==> config.mk <==
export PLATFORM = sky130hd
export DESIGN_NAME = mem_arbiter
export DESIGN_NICKNAME = d
export VERILOG_FILES = /design/src/rtl/mem_arbiter.sv
export SDC_FILE = /design/constraint.sdc
export NUM_CORES = 1
export LEC_CHECK = 0
export ABC_AREA = 1
export ABC_CLOCK_PERIOD_IN_PS = 1300
export CAP_MARGIN = 0
export CORE_AREA = 5 5 64 123
export CTS_CLUSTER_SIZE = 30
export DETAILED_ROUTE_END_ITERATION = 8
export DIE_AREA = 0 0 69 128
export PLACE_DENSITY = 0.78
export SLEW_MARGIN = 25
export SYNTH_ARGS = -nofsm -noshare
export SYNTH_HDL_FRONTEND = slang
export SYNTH_SLANG_ARGS = --single-unit
==> constraint.sdc <==
create_clock -name clk -period 1.3 [get_ports clk]
set_input_delay 0.39 -clock clk [delete_from_list [all_inputs] [get_ports clk]]
set_output_delay 0.39 -clock clk [all_outputs]
set_load 0.02 [all_outputs]
==> src/rtl/mem_arbiter.sv <==
// mem_arbiter: shares one single-port synchronous memory between two requesters.
// Each grant performs one latched read or write. Read data comes back with an ack.
// Arbitration is round-robin, or fixed priority to requester 0 when FIXED_PRIO != 0.
// Ports:
//   clk, reset (async, active-low)
//   req0/we0/addr0/wdata0     requester 0 (datapath/CPU)
//   req1/we1/addr1/wdata1     requester 1 (debug/stepping FSM)
//   gnt0/gnt1, ack0/ack1      ownership during ACCESS+DONE; 1-cycle completion pulse
//   rdata                     memory read data, valid while ack0/ack1 is high
//   busy                      high whenever the FSM is not IDLE
//   mem_we/mem_addr/mem_din   registered memory controls
//   mem_dout                  memory read data (1-cycle synchronous latency)
module mem_arbiter #(
   parameter int unsigned SIZE       = 16,
   parameter int unsigned ADDR_WIDTH = 16,
   parameter int unsigned FIXED_PRIO = 0
) (
   input  logic                  clk,
   input  logic                  reset,
   input  logic                  req0,
   input  logic                  we0,
   input  logic [ADDR_WIDTH-1:0] addr0,
   input  logic [SIZE-1:0]       wdata0,
   input  logic                  req1,
   input  logic                  we1,
   input  logic [ADDR_WIDTH-1:0] addr1,
   input  logic [SIZE-1:0]       wdata1,
   output logic                  gnt0,
   output logic                  gnt1,
   output logic                  ack0,
   output logic                  ack1,
   output logic [SIZE-1:0]       rdata,
   output logic                  busy,
   output logic                  mem_we,
   output logic [ADDR_WIDTH-1:0] mem_addr,
   output logic [SIZE-1:0]       mem_din,
   input  logic [SIZE-1:0]       mem_dout
);

   typedef enum logic [1:0] {
      IDLE   = 2'd0,
      ACCESS = 2'd1,
      DONE   = 2'd2
   } state_t;

   state_t                state, state_nxt;
   logic                  sel, sel_nxt;
   logic                  last, last_nxt;
   logic                  grant;
   logic                  win;

   logic                  gnt0_nxt, gnt1_nxt, ack0_nxt, ack1_nxt, busy_nxt;
   logic                  mem_we_nxt;
   logic [ADDR_WIDTH-1:0] mem_addr_nxt;
   logic [SIZE-1:0]       mem_din_nxt;

   // State register; outputs are registered from their next-cycle decode.
   always_ff @(posedge clk or negedge reset) begin
      if (!reset) begin
         state    <= IDLE;
         sel      <= 1'b0;
         last     <= 1'b1;
         gnt0     <= 1'b0;
         gnt1     <= 1'b0;
         ack0     <= 1'b0;
         ack1     <= 1'b0;
         busy     <= 1'b0;
         mem_we   <= 1'b0;
         mem_addr <= '0;
         mem_din  <= '0;
      end else begin
         state    <= state_nxt;
         sel      <= sel_nxt;
         last     <= last_nxt;
         gnt0     <= gnt0_nxt;
         gnt1     <= gnt1_nxt;
         ack0     <= ack0_nxt;
         ack1     <= ack1_nxt;
         busy     <= busy_nxt;
         mem_we   <= mem_we_nxt;
         mem_addr <= mem_addr_nxt;
         mem_din  <= mem_din_nxt;
      end
   end

   // Next state and arbitration; requests are only looked at in IDLE.
   always_comb begin
      state_nxt = state;
      sel_nxt   = sel;
      last_nxt  = last;
      grant     = 1'b0;
      win       = 1'b0;
      case (state)
         IDLE: begin
            if (req0 || req1) begin
               grant = 1'b1;
               if (req0 && req1)
                  win = (FIXED_PRIO != 0) ? 1'b0 : ~last;
               else
                  win = req1;
               sel_nxt   = win;
               last_nxt  = win;
               state_nxt = ACCESS;
            end
         end
         ACCESS:  state_nxt = DONE;
         DONE:    state_nxt = IDLE;
         default: state_nxt = IDLE;
      endcase
   end

   // Output decode for the coming cycle; memory controls latch only on a grant.
   always_comb begin
      gnt0_nxt     = 1'b0;
      gnt1_nxt     = 1'b0;
      ack0_nxt     = 1'b0;
      ack1_nxt     = 1'b0;
      busy_nxt     = (state_nxt != IDLE);
      mem_we_nxt   = 1'b0;
      mem_addr_nxt = mem_addr;
      mem_din_nxt  = mem_din;
      if (state_nxt != IDLE) begin
         gnt0_nxt = ~sel_nxt;
         gnt1_nxt = sel_nxt;
      end
      if (state_nxt == DONE) begin
         ack0_nxt = ~sel_nxt;
         ack1_nxt = sel_nxt;
      end
      if (grant) begin
         mem_we_nxt   = win ? we1    : we0;
         mem_addr_nxt = win ? addr1  : addr0;
         mem_din_nxt  = win ? wdata1 : wdata0;
      end
   end

   // The memory's registered read output already lines up with the DONE cycle.
   assign rdata = mem_dout;

endmodule

# [After elaboration in Yosys (flattened, before gate mapping)]
# Cells that the tools add are included.
# W data, S select, Z words.
[word_totals] regBits=42 inputBits=86
[op_classes] n_eq_ne=2 mux=17 n_bitwise=2 n_reduce_logical=5
[op_table] op="$mux W16" count=2
[op_table] op="$mux W1" count=13
[op_table] op="$pmux W2 S2" count=1
[op_table] op="$eq A2 B1 Y1 const B" count=1
[op_table] op="$eq A2 B2 Y1 const B" count=1
[op_table] op="$logic_not A2 Y1" count=1
[op_table] op="$mux W2" count=1
[op_table] op="$not A1 Y1" count=2
[op_table] op="$reduce_and A2 Y1" count=1
[op_table] op="$reduce_bool A2 Y1" count=1
[op_table] op="$logic_and A1 B1 Y1" count=1
[op_table] op="$logic_or A1 B1 Y1" count=1

# [Depth between registers and ports, before layout]
# Gate-level depths: netlist (run 1).
[depth] ltp_word=6 mapped_depth=8 mapped_depth_nobuf=7

# [Worst setup path after synthesis (run 1)]
# No wires, ideal clock.
[synth_path] path_kind="input -> register" startpoint="input port req1" endpoint="register gnt0" setup_time_ps=123 t_arrival_ps=1048 required_ps=1177 setup_slack_ps=129 cell_stages=6 cell_sequence="buf_6 nor2_4 nor2_8 buf_6 nor2_1 nor2_1"
[synth_between] word_cells_on_any_way=10 classes_between="mux: 6; bitwise: 1; reduce/logical: 3"
[synth_lines] element="from (decl)" line_no="24" rtl="input logic req1,"
[synth_lines] element="$logic_or A1 B1 Y1" line_no="95" rtl="if (req0 || req1) begin"
[synth_lines] element="$mux W2" line_no="95"
[synth_lines] element="$pmux W2 S2" line_no="93" rtl="case (state)"
[synth_lines] element="net state_nxt[0]" line_no="46" rtl="state_t state, state_nxt;"
[synth_lines] element="$reduce_bool A2 Y1" line_no="122" rtl="if (state_nxt != IDLE) begin"
[synth_lines] element="$mux W1" line_no="122"
[synth_lines] element="net gnt0_nxt" line_no="52" rtl="logic gnt0_nxt, gnt1_nxt, ack0_nxt, ack1_nxt, busy_nxt;"
[synth_lines] element="to (signal assigned)" line_no="75" rtl="gnt0 <= gnt0_nxt;"
[synth_lines] element="to (decl)" line_no="28" rtl="output logic gnt0,"
# The timed path passes the listed nets, and every way through them passes these cells.
# A chain may end at the register's enable or synchronous reset.

# [Worst setup path in the final report (run 1)]
[layout_path] startpoint="register last" endpoint="register mem_addr[0]"
[layout_between] elab_chain_len=5
[layout_lines] element="from (decl)" line_no="48" rtl="logic last, last_nxt;"
[layout_lines] element="from (signal assigned)" line_no="74" rtl="last <= last_nxt;"
[layout_lines] element="$not A1 Y1" line_no="98" rtl="win = (FIXED_PRIO != 0) ? 1'b0 : ~last;"
[layout_lines] element="$mux W1" line_no="97" rtl="if (req0 && req1)"
[layout_lines] element="$mux W1" line_no="95"
[layout_lines] element="$mux W1" line_no="93"
[layout_lines] element="$mux W16" line_no="132" rtl="mem_addr_nxt = win ? addr1 : addr0;"
[layout_lines] element="to (signal assigned)" line_no="81" rtl="mem_addr <= mem_addr_nxt;"
[layout_lines] element="to (decl)" line_no="35" rtl="output logic [ADDR_WIDTH-1:0] mem_addr,"
# No other way between the ends.

==> metrics.cfg, run 1 <==
[die]
pin_count = 140
die_x_um = 69
initial_utilization_pct = 37.2
core_mm2 = 0.00689
row_count = 43
fp.dieH_um = 128
dieArea_mm2 = 0.00883

[pwr]
p_per_area_mw_per_mm2 = 2100
swShare_pct = 42.9
pwr-share-seq_pct = 26.4
clkPwrFrac_pct = 16.0
p_switching_mw = 3.75
ir_drop_mv = 1.33
p_int_mw = 5.00
p_comb_share_pct = 57.6
p_total_mw = 8.74
leakagePower_nw = 2.50

[sta]
tightest_slew_ps = 347
period_share_pct = 101
finalHoldViolations = 0
setup_violations = 3
slew_headroom_pct = 76.9
drv_slew = 0
skew_ps = 3.82
setup_slack_ps = -11.7
fin_crit_ps = 1310
fin_tns_setup_ps = -15.7
fmax_mhz = 762
whs_ps = 6.59
rsz0062_at_grt = yes

[place]
port_buffers = 107
post-place-cells = 574
dp_hpwl_mm = 5.76
gp_congestion = 0.861

[cells_and_area]
final_nets = 594
n_antenna_cell = 0
largestRegisters = mem_addr: 16 flops, mem_din: 16 flops, state: 2 flops
drive_above_1_share_pct = 25.7
stdcell_count = 599
synthToLayoutAreaGrowth_pct = 62.5
final_core_util_pct = 60.5

[global_routing]
grt_max_degree = 22
antenna_found_initial = 0
grt_pass1_vias = 2705
grt_overflow = 0
grt_use_total_pct = 18.7
grt_pass1_wl_mm = 13.0

[synthesis]
synth_seq_cells = 42
ys.flop_type = dfrtp_1
synth.most_common_cell = nand2_1
synth_top_area_share_pct = 40.0
synth_nets = 477
synthTopCellsByArea = dfrtp_1 40%, nand2_1 25%, inv_1 14%
ys_types = 17
yosysSeqAreaShare_pct = 41.0
async_flop_share_pct = 100
synthTopCellsByCount = 168 x nand2_1, 97 x inv_1, 41 x dfrtp_1
synthCells = 391
yosysWarnings = 0
avgSynthCellArea_um2 = 6.56
synth_edf_count = 0
synth_top_area_cell = dfrtp_1
syn_area_mm2 = 0.00256

[critical_path]
worst_path_dominant_cell_family = flip-flops
slowest_delay_ps = 560
worstPathArrival_ps = 1530
cpMaxStageDelayCell = dfstp_2
end_kind = register
critPathMaxFanout = 8
r2r-start = last
regToRegSetupSlack_ps = -10
critPathKind = register to register
cp.required_ps = 1520
path_cells = nand2_4, buf_12, buf_12, nand3_1, nand2_1, clkinv_1, nand2_2, nand2_2
cp_num_buf_inv = 3
critPathLaunch = last
cp-start-kind = register

[clock_network]
h-tree-depth = 2
clockRootBuffer = clkbuf_16
clk_latency_ps = 280
clk_pin_slew_ps = 60
cts_tree = built
cts_made_buffers = 5
cts_buffer_depth = 2
cts_sinks = 42

[detailed_routing]
drtAntennaViolNets = 0
wirelength_mm = 8.64
via_count = 2713
first_pass_iters = 4
drt_iter0_drc = 110
drc_errors = 0
viasPerCell = 4.53
wire_per_inst_um = 14.4

[status]
run_status = complete, but fails checks
violations = negative setup slack

[flow_run]
drv_cap = 0

[min_path]
hp-class = primary input to asynchronous set/reset pin

==> routing by layer <==
metal / share of wire, % / wire length (um) / track usage (%)
met5: 0 / 0 / 0
met4: 4.7 / 409 / 10.7
met3: 4.8 / 411 / 2.43
met2: 58 / 5050 / 37.3
met1: 32 / 2780 / 17.7
==> metrics by stage <==
step | setup slack, ps | instance area, um2
floorplan | 129 | 2560
global placement | -474 | 3710
detailed placement | -511 | 3710
CTS | -9.00 | 4020
global route | -65.6 | 4170
finish | -11.7 | 4170
==> cells in the final DEF (no fill, tap or decap), types with 7 or more instances in the layout <==
cell type and instances:
buf_12 11, nand3_1 20, clkbuf_16 7, buf_2 38, nand3_2 11, buf_4 15
inv_1 91, dfrtp_1 41, clkdlybuf4s50_1 66, nand2_1 141, nor2_1 7, nand2_2 22
==> cells by family after synthesis <==
kind of cell           count (synthesis)  share of synthesized area, %
DFF                                   42                          41.0
and+or+nand+nor                      212                          34.0
AOI/OAI and AO/OA                      2                         0.439
buffers and inverters                135                          24.6
==> path summary, 6_finish.rpt <==
path,endpoint,cells past startpoint
max,mem_addr[0],8
min,mem_addr[1],1
max reg2reg,mem_addr[0],8
min reg2reg,ack0,1
max in group asynchronous,mem_addr[3],2
min in group clk,ack0,1
==> power by group through the flow <==
stage | combinational [mW] | sequential (mW) | clock, mW
2_1_floorplan | 1.81 | 2.95 | 0
3_3_place_gp | 4.31 | 2.29 | 0
3_5_place_dp | 4.42 | 2.31 | 0
4_1_cts | 4.79 | 2.30 | 1.40
5_1_grt | 5.45 | 2.37 | 1.45
6_report | 5.03 | 2.31 | 1.40
==> area by class of cell <==
type                       count  area [um2]
tap                           90         113
clock inverter                 1        30.0
timing repair buffer         141        1380
fill                         653        2720
clock buffer                   7         133
sequential                    42        1050
multi-input combinational    215        1070
inverter                     103         387
==> what timing repair did <==
| action | in CTS | in global routing |
|---|---|---|
| cloned | 6 | 1 |
| hold buffers | 0 | 0 |
| endpoints found under the setup margin | 77 | 40 |
| setup buffers | 9 | 1 |
| pin swaps | 5 | 22 |
| gates resized for setup | 161 | 52 |
Note: power is estimated with default switching activity, not from simulation.
==> run 2, diff against run 1 <==
HOLD_SLACK_MARGIN = 0.1   (was default)
==> metrics.cfg, run 2 (synthesized netlist as in run 1, its figures left out) <==
[global_routing]
antenna_found_initial = 0  ; unchanged
grt_pass1_vias = 2709  ; +0.15%
grt_use_total_pct = 18.8  ; +0.065 points
grt_overflow = 0  ; unchanged
grt_pass1_wl_mm = 13.1  ; +0.53%
grt_max_degree = 22  ; unchanged

[cells_and_area]
multi_input_area_mm2 = 0.00107  ; unchanged
largestRegisters = mem_addr: 16 flops, mem_din: 16 flops, state: 2 flops
final_common_cell = nand2_1
drive_above_1_share_pct = 25.7  ; -0.050 points
final_cell_mix = 141 x nand2_1, 91 x inv_1, 66 x clkdlybuf4s50_1
fill_cells = 651  ; -0.31%
final_nets = 595  ; +0.17%
n_antenna_cell = 0  ; unchanged
synthToLayoutAreaGrowth_pct = 62.9
seq_area_mm2 = 0.00105  ; unchanged

[sta]
rsz0062_at_grt = yes
fin_crit_ps = 1320  ; +4.97 ps
setup_slack_ps = -16.6  ; -4.97 ps
setup_violations = 4  ; +1
period_share_pct = 101  ; +0.38 points
finalHoldViolations = 0  ; unchanged
fmax_mhz = 760  ; -0.38%
slew_headroom_pct = 77.1  ; +0.26 points
fin_tns_setup_ps = -29.9  ; -14.2 ps
tightest_slew_ps = 343  ; -3.84 ps
drv_slew = 0  ; unchanged
skew_ps = 4.48  ; +0.661 ps

[pwr]
pwr-share-seq_pct = 26.4  ; about the same
p_comb_share_pct = 57.7  ; about the same
p_switching_mw = 3.74  ; about the same
clkPwrFrac_pct = 15.9  ; about the same
ir_drop_mv = 1.33  ; about the same
p_int_mw = 5.00  ; about the same
p_per_area_mw_per_mm2 = 2090  ; -0.25%
swShare_pct = 42.8  ; about the same
leakagePower_nw = 2.51  ; +0.17%

[critical_path]
cp.required_ps = 1520  ; about the same
cp_num_buf_inv = 3  ; unchanged
worstPathArrival_ps = 1530  ; about the same
end_kind = register
cpMaxStageDelayCell = dfstp_2
cp-start-kind = register
slowest_delay_ps = 560  ; about the same
critPathMaxFanout = 8  ; unchanged
critPathLaunch = last
path_cells = nand2_4, buf_12, buf_12, nand3_1, nand2_1, clkinv_1, nand2_2, nand2_2
critPathKind = register to register
worst_path_dominant_cell_family = flip-flops
r2r-start = last

[detailed_routing]
via_count = 2731  ; +0.66%
viasPerCell = 4.55  ; +0.50%
drc_errors = 0  ; unchanged
wirelength_mm = 8.65  ; about the same
drtAntennaViolNets = 0  ; unchanged
first_pass_iters = 7  ; +3
drt_iter0_drc = 122  ; +11%
wire_per_inst_um = 14.4  ; about the same

[place]
dp_slack_ps = -511  ; unchanged
port_buffers = 107  ; unchanged
dp_hpwl_mm = 5.76  ; unchanged
gp_congestion = 0.861  ; unchanged

[die]
pin_count = 140  ; unchanged
row_count = 43  ; unchanged
core_mm2 = 0.00689  ; unchanged
die_x_um = 69  ; unchanged
dieArea_mm2 = 0.00883  ; unchanged
fp.dieH_um = 128  ; unchanged
initial_utilization_pct = 37.2  ; unchanged

[clock_network]
cts_made_buffers = 5  ; unchanged
cts_buffer_depth = 2  ; unchanged
cts_tree = built
h-tree-depth = 2  ; unchanged
cts_sinks = 42  ; unchanged
clk_pin_slew_ps = 60  ; about the same
clockRootBuffer = clkbuf_16
clk_latency_ps = 280  ; about the same

[flow_run]
drv_cap = 0  ; unchanged

[status]
run_status = complete, but fails checks
violations = negative setup slack

[min_path]
hp-start = sel
hp-class = register to register

run 2: through the flow:
stage	power, mW	hold WS (ps)	utilization, %	instance area [um2]	std cells
2_1_floorplan	4.76	94.4	-	2560	391
3_3_place_gp	6.59	299	53.8	3710	574
3_5_place_dp	6.73	308	53.8	3710	574
4_1_cts	8.50	427	58.6	4030	598
5_1_grt	9.27	464	60.7	4180	600
6_report	8.74	454	60.7	4180	600
run 2: layout make-up:
type	count	share of cell area (%)
repair buffers	142	33.4
multi-input cells	215	25.6
flip-flops and latches	42	25.2
inverters	103	9.25
clock buffers	7	3.17
well taps	90	2.69
clock inverters	1	0.719
run 2: final timing paths:
check / end / slack, ps / cells past startpoint
min: ack0 / 450 / 1
min reg2reg: ack0 / 450 / 1
min in group asynchronous: mem_addr[1] / 550 / 2
max reg2reg: mem_addr[0] / -20 / 8
max: mem_addr[0] / -20 / 8
max in group asynchronous: mem_addr[3] / 290 / 3
run 2: timing repair:
action,in CTS,in global routing
buffers inserted,9,1
pin swaps,5,22
hold buffers,1,0
setup endpoints to repair,77,40
resized for setup,161,52
hold endpoints to repair,8,0
gates cloned,6,1
run 2: worst register-to-register path, delay by kind of cell (launching register included):
family	cells	cell delay, ps
buf+inv	3	370
flops	1	560
simple gates	5	340
run 2: power groups by stage:
stage	logic (mW)	clock network [mW]	registers (mW)
detailed placement	4.42	0	2.31
global placement	4.31	0	2.29
finish	5.04	1.39	2.31
global route	5.45	1.45	2.37
CTS	4.79	1.40	2.30
floorplan	1.81	0	2.95
run 2: layer usage:
metal | GRT usage [%] | up-vias | wire length [um]
met1 | 17.8 | 1264 | 2790
met5 | 0 | - | 0
met4 | 10.7 | 0 | 413
li1 | - | 1321 | -
met3 | 2.51 | 31 | 457
met2 | 37.3 | 115 | 4990
==> run 3, diff against run 2 <==
CORE_AREA = 3 3 62 121   (was 5 5 64 123)
DIE_AREA = 0 0 65 124   (was 0 0 69 128)
==> metrics.cfg, run 3 (synthesized netlist as in run 1, its figures left out) <==
[status]
run_status = finished, final reports clean

[cells_and_area]
synthToLayoutAreaGrowth_pct = 46.7
drive_above_1_share_pct = 16.2  ; -9.5 points
final_cell_mix = 166 x nand2_1, 97 x inv_1, 66 x clkdlybuf4s50_1
n_antenna_cell = 0  ; unchanged
final_common_cell = nand2_1
largestRegisters = mem_addr: 16 flops, mem_din: 16 flops, state: 2 flops
final_nets = 586  ; -1.5%
final_core_util_pct = 56.4  ; -4.3 points
seq_area_mm2 = 0.00105  ; unchanged
stdcell_count = 588  ; -2.0%
multi_input_area_um2 = 906  ; -15%
final_area_mm2 = 0.00376  ; -9.9%
fill_cells = 689  ; +5.8%

[sta]
slew_headroom_pct = 80.7  ; +3.6 points
drv_slew = 0  ; unchanged
setup_violations = 0  ; -4
whs_ps = 424  ; -29.9 ps
skew_ps = 1.62  ; -2.87 ps
period_share_pct = 98.1  ; -3.2 points
fmax_mhz = 784  ; +3.3%
tightest_slew_ps = 290  ; -53.3 ps
rsz0062_at_grt = yes
finalHoldViolations = 0  ; unchanged
fin_crit_ps = 1270  ; -41.9 ps
fin_tns_setup_ps = 0  ; +29.9 ps

[critical_path]
worst_path_dominant_cell_family = flip-flops
worstPathArrival_ps = 880  ; -650 ps
cp_num_buf_inv = 1  ; -2
critPathLaunch = gnt0
end_kind = output port
cpMaxStageDelayCell = dfrtp_1
critPathMaxFanout = 1  ; -7
slowest_delay_ps = 360  ; -200 ps
cp.required_ps = 910  ; -610 ps
path_cells = clkdlybuf4s15_2
r2r-start = last
cp-start-kind = register
critPathKind = register to output port

[global_routing]
grt_pass1_wl_mm = 11.4  ; -13%
grt_max_degree = 43  ; +95%
grt_pass1_vias = 2536  ; -6.4%
antenna_found_initial = 0  ; unchanged
grt_use_total_pct = 18.3  ; -0.45 points
grt_overflow = 0  ; unchanged

[place]
placed_cell_area_mm2 = 0.00367  ; -0.95%
dp_hpwl_mm = 5.42  ; -6.0%
port_buffers = 107  ; unchanged
post-place-cells = 574  ; unchanged
gp_congestion = 0.804  ; -6.6%

[min_path]
hp-start = sel
hp-class = register to register

[detailed_routing]
drtAntennaViolNets = 0  ; unchanged
wirelength_mm = 7.15  ; -17%
viasPerCell = 4.38  ; -3.9%
first_pass_iters = 4  ; -3
via_count = 2573  ; -5.8%
drc_errors = 0  ; unchanged
drt_iter0_drc = 113  ; -7.4%
wire_per_inst_um = 12.2  ; -16%

[clock_network]
clk_latency_ps = 270  ; about the same
clockRootBuffer = clkbuf_16
cts_tree = built
clk_pin_slew_ps = 60  ; about the same
cts_sinks = 42  ; unchanged
cts_buffer_depth = 2  ; unchanged
h-tree-depth = 2  ; unchanged
cts_made_buffers = 5  ; unchanged

[pwr]
pwr-share-seq_pct = 29.1  ; +2.7 points
ir_drop_mv = 0.944  ; -29%
leakagePower_nw = 2.34  ; -6.6%
clkPwrFrac_pct = 17.9  ; +2.0 points
p_comb_share_pct = 53.0  ; -4.7 points
p_int_mw = 4.54  ; -9.2%
swShare_pct = 42.3  ; -0.53 points
p_per_area_mw_per_mm2 = 2090  ; -0.14%
p_switching_mw = 3.33  ; -11%

[die]
row_count = 42  ; -2.3%
core_mm2 = 0.00667  ; -3.1%
initial_utilization_pct = 38.4  ; +1.2 points
fp.dieH_um = 124  ; -3.1%
die_x_um = 65  ; -5.8%
dieArea_mm2 = 0.00806  ; -8.7%
pin_count = 140  ; unchanged

[flow_run]
drv_cap = 0  ; unchanged

==> run 3: worst paths after layout <==
kind | to | slack, ps | cells after the start
min in group asynchronous | mem_din[6] | 630 | 3
worst min register to register | ack0 | 420 | 1
worst max register to register | gnt1 | 60 | 6
worst max-delay path | gnt0 | 30 | 1
worst min-delay path | ack0 | 420 | 1
max in group asynchronous | last | 410 | 3
==> run 3: power groups by stage <==
stage | combinational (mW) | clock [mW] | sequential (mW)
after global routing | 4.62 | 1.49 | 2.36
final | 4.17 | 1.41 | 2.29
after CTS | 4.23 | 1.45 | 2.28
after detailed placement | 4.41 | 0 | 2.31
after floorplan | 1.81 | 0 | 2.95
after global placement | 4.29 | 0 | 2.29
==> run 3: layer usage <==
metal	track usage, %	up-vias	wire, um	part of all wire (%)
met1	17.5	1172	2430	34
met4	9.93	0	244	3.4
met5	0	-	0	0
met2	36.2	85	4170	58
met3	2.62	21	306	4.3
li1	-	1295	-	-
==> run 3: final cells by class <==
cell class              instances  share of cell area [%]
clock inverters                 1                   0.798
flip-flops and latches         42                    28.0
well taps                      88                    2.93
clock buffers                   6                    3.69
inverters                     103                    10.3
repair buffers                133                    30.3
multi-input cells             215                    24.1
==> run 3: per-stage QoR <==
stage          total power [mW]  setup slack (ps)
2_1_floorplan              4.76               129
3_3_place_gp               6.58              -525
3_5_place_dp               6.72              -612
4_1_cts                    7.96             0.224
5_1_grt                    8.47             -16.6
6_report                   7.86              25.3
==> run 3: what timing repair did <==
item                                   CTS  global route
endpoints found under the hold margin   40             0
hold buffers                             1             0
pin swaps                                2             1
gates cloned                             1             0
setup endpoints to repair               78            42
buffers inserted                         5             0
resized for setup                      147             8
